## config.mk

```make
export PLATFORM = sky130hd
export DESIGN_NAME = counter
export DESIGN_NICKNAME = d
export VERILOG_FILES = /design/src/rtl/counter.sv
export SDC_FILE = /design/constraint.sdc
export NUM_CORES = 1
export LEC_CHECK = 0
export ABC_AREA = 1
export CORE_AREA = 2 2 39 41
export DETAILED_ROUTE_END_ITERATION = 6
export DIE_AREA = 0 0 41 43
export HOLD_SLACK_MARGIN = 0.08
export PLACE_DENSITY = 0.42
export SYNTH_ARGS = -nofsm -noshare
export SYNTH_HDL_FRONTEND = slang
export SYNTH_SLANG_ARGS = --single-unit
export TNS_END_PERCENT = 20
```

## constraint.sdc

```tcl
create_clock -name clk -period 2.4 [get_ports clk]
set_input_delay 0.48 -clock clk [delete_from_list [all_inputs] [get_ports clk]]
set_output_delay 0.48 -clock clk [all_outputs]
set_load 0.01 [all_outputs]
```

## src/rtl/counter.sv

```systemverilog
`timescale 1ns/1ps
`default_nettype none
// ============================================================================
// Module      : counter
// Description : Parameterised synchronous up/down binary counter with a
//               synchronous active-low reset. dir = 0 counts up, dir = 1
//               counts down. Q comes straight from the state register.
//               Optional macro COUNTER_SATURATE_EN: when defined, the count
//               clamps at all-ones (up) and zero (down) instead of wrapping.
// Revision    : 1.0 - initial release
// ============================================================================
module counter #(
    parameter int WIDTH = 4
) (
    input  logic             clk,
    input  logic             dir,
    input  logic             reset,
    output logic [WIDTH-1:0] Q
);

    localparam logic [WIDTH-1:0] C_ZERO = '0;
    localparam logic [WIDTH-1:0] C_ONES = '1;
    localparam logic [WIDTH-1:0] C_ONE  = WIDTH'(1);

    logic [WIDTH-1:0] r_q;
    logic [WIDTH-1:0] w_next;

    // Next-count selection: step by one in the requested direction
    always_comb begin
        w_next = r_q;
        if (dir == 1'b0) begin
`ifdef COUNTER_SATURATE_EN
            // Clamp at all-ones rather than rolling over to zero
            w_next = (r_q == C_ONES) ? r_q : (r_q + C_ONE);
`else
            // Plain modulo add; the carry out is discarded
            w_next = r_q + C_ONE;
`endif
        end else begin
`ifdef COUNTER_SATURATE_EN
            // Clamp at zero rather than rolling under to all-ones
            w_next = (r_q == C_ZERO) ? r_q : (r_q - C_ONE);
`else
            // Plain modulo subtract; the borrow out is discarded
            w_next = r_q - C_ONE;
`endif
        end
    end

    // State register: reset is sampled on the clock edge only
    always_ff @(posedge clk) begin
        if (reset == 1'b0) begin
            r_q <= C_ZERO;
        end else begin
            r_q <= w_next;
        end
    end

    assign Q = r_q;

endmodule
`default_nettype wire

```

==> metrics.md <==
| Metric | Value |
|---|---|
| Clock Sinks | `4` |
| Diode count | `0` |
| Vias | `185` |
| Initial antenna violation count | `0` |
| Post-synth cell types | `10` |
| Fraction of layout cells with a size suffix above 1 | `0.0833` |
| TritonCTS Buffers | `3` |
| H-tree depth | `1` |
| Die Y | `approximately 43 um` |
| Post-synthesis average cell area | `about 7.8 sq um` |
| Clock Tree Buf Depth | `2` |
| CTS tree | `yes` |
| Post-route DRC violation count | `0` |
| P per Cell Area | `805 nW/um^2` |
| Die Wd | `just over 40 um` |
| Most frequent cells in the layout | `6 x nand2_1, 6 x clkdlybuf4s50_1, 5 x inv_1, 5 x nor2_1, 4 x dfxtp_1` |
| Setup Crit Path Kind | `flip-flop to output pin` |
| WHS Path Cells | `1` |
| Vias in the first global route | `169` |
| Headroom to the max-slew limit | `0.896` |
| Reg2reg end | `Q[2]` |
| # fillers | `between 150 and 200` |
| Largest net degree at the start of global routing | `5` |
| Antenna viol nets, final | `0` |
| Die area | `~1800 sq um` |
| Clock insertion delay at the later pin of the skew report | `~0.24 ns` |
| Total Power | `between 0.0002 and 0.0003 W` |
| Clock transition at path regs | `~0.03 ns` |
| Max Cap Viol | `0` |
| Starting DRT DRC Count | `0` |
| Drt total wl | `between 300 and 400 um` |
| Min-delay src | `Q[0]` |
| R2R Path Start | `Q[0]` |
| Final Hold Viols | `0` |
| CP max stage cell | `clkdlybuf4s50_1` |
| R2r setup slk | `approximately 1.2 ns` |
| Final worst-path cycle share | `0.679` |
| Area contributors post-synth | `dfxtp_1 38%, ha_1 12%, nand2_1 11%` |
| Setup bufs post-CTS | `0` |
| Via density | `3.56` |
| CP Capture Type | `output pin` |
| Post-synth top area share | `0.381` |
| Largest delay share family, worst path | `buffers and inverters` |
| WL/cell | `~7.5 um` |
| FP Rows | `14` |
| Fmax | `614 MHz` |
| Yosys top cell by area | `dfxtp_1` |
| Hold Slack | `~0.45 ns` |
| Root buffer cell | `clkbuf_4` |
| Worst-Margin Slew | `around 0.16 ns` |
| RSZ-0062 raised after global routing | `false` |
| Mapped Area | `between 200 and 250 sq um` |
| Status | `complete, no violations` |
| First-pass GRT wire length | `634 um` |
| Hold Path End | `Q[0]` |
| CP peak stage delay | `between 0.5 and 0.6 ns` |
| Gate Count Post-Synth | `27` |
| Post-cts resize count | `0` |
| CP Data Arrival Time | `between 1 and 1.5 ns` |
| Pleak | `between 0.1 and 0.15 nW` |
| Initial Utilization | `0.152` |
| Synth-to-Final Area Change | `48.8%` |
| Yosys warning count | `0` |
| Hold Crit Class | `flip-flop to flip-flop` |
| Required time of the critical path | `1.92 ns` |
| Total gr overflow | `0` |
| VDD IR max | `around 0.00017 V` |
| Syn nets | `33` |
| Clock skew | `0.00354 ns` |
| 1st-pass router iterations | `1` |
| Register bit total from synthesis | `4` |
| Buf/Inv on CP | `1` |
| Gp weighted congestion | `approximately 0.63` |
| Final setup viols | `0` |
| CP max FO | `4` |
| R2r worst-path depth | `4` |
| Core area | `about 1400 sq um` |
| Minimum clock period | `approximately 1.6 ns` |
| Startpoint Class | `flip-flop` |
| I/O pin count | `7` |
| Max FFs per register | `4` |
| Max Slew Vio Count | `0` |
| Setup tns final | `0 ns` |
| Hold Buf Count CTS | `0` |
| I/O Buffers | `6` |
| CP Cell Sequence | `clkdlybuf4s50_1` |
| Total GRT Usage | `0.0663` |
| Fin nets | `44` |
| Seq/Total Area, Yosys | `0.381` |
==> power breakdown <==
| group | internal (W) | switching (W) | total, W | leakage (nW) |
|---|---|---|---|---|
| clock | 0.0000560 | 0.0000281 | 0.0000841 | 0.0138 |
| sequential | 0.0000790 | 0.00000840 | 0.0000874 | 0.0334 |
| combinational | 0.0000436 | 0.0000368 | 0.0000804 | 0.103 |
| total | 0.000179 | 0.0000733 | 0.000252 | 0.150 |
==> synthesized netlist by cell type <==
cell type,number
a21oi_1,1
nand2_1,6
inv_1,5
xor2_1,1
nor2_1,5
fa_1,1
dfxtp_1,4
nand3_1,1
ha_1,2
or2_1,1
==> worst max-delay path by stage <==
stage               from  endpoint  cells after the start
floorplan            dir      Q[3]                      4
global placement     dir      Q[3]                      5
detailed placement   dir      Q[3]                      5
CTS                 Q[0]      Q[0]                      1
global route        Q[0]      Q[0]                      1
finish              Q[0]      Q[0]                      1
==> per-layer routing <==
metal / track usage / vias to the layer above / routed length (um)
li1: - / 98 / -
met1: 0.0547 / 76 / 148
met2: 0.0781 / 6 / 180
met3: 0.0157 / 5 / 16
met4: 0.140 / 0 / 42
met5: 0 / - / 0
==> area by class of cell <==
type / instances / area (sq um) / share of cell area
clock buffer: 3 / 22.5 / 0.0720
inverter: 5 / 18.8 / 0.0600
multi-input combinational: 18 / 111 / 0.356
sequential: 4 / 80.1 / 0.256
tap: 16 / 20.0 / 0.0640
timing repair buffer: 6 / 60.1 / 0.192
==> stage by stage <==
stage / area, sq um / utilization / worst slack (ns) / instances
2_1_floorplan: 210 / - / 1.11 / 27
3_3_place_gp: 290 / 0.210 / 0.533 / 49
3_5_place_dp: 290 / 0.210 / 0.553 / 49
4_1_cts: 313 / 0.226 / 0.747 / 52
5_1_grt: 313 / 0.226 / 0.723 / 52
6_report: 313 / 0.226 / 0.771 / 52
==> cell families (layout without fill, tap and decap cells) <==
family,count (synthesis),after routing,synth area share
compound gates,1,1,0.0238
buf+inv,5,14,0.0893
flops,4,4,0.381
simple gates,13,13,0.250
fa+ha+maj,3,3,0.214
xor+xnor,1,1,0.0417
Note: power is estimated with default switching activity, not from simulation.
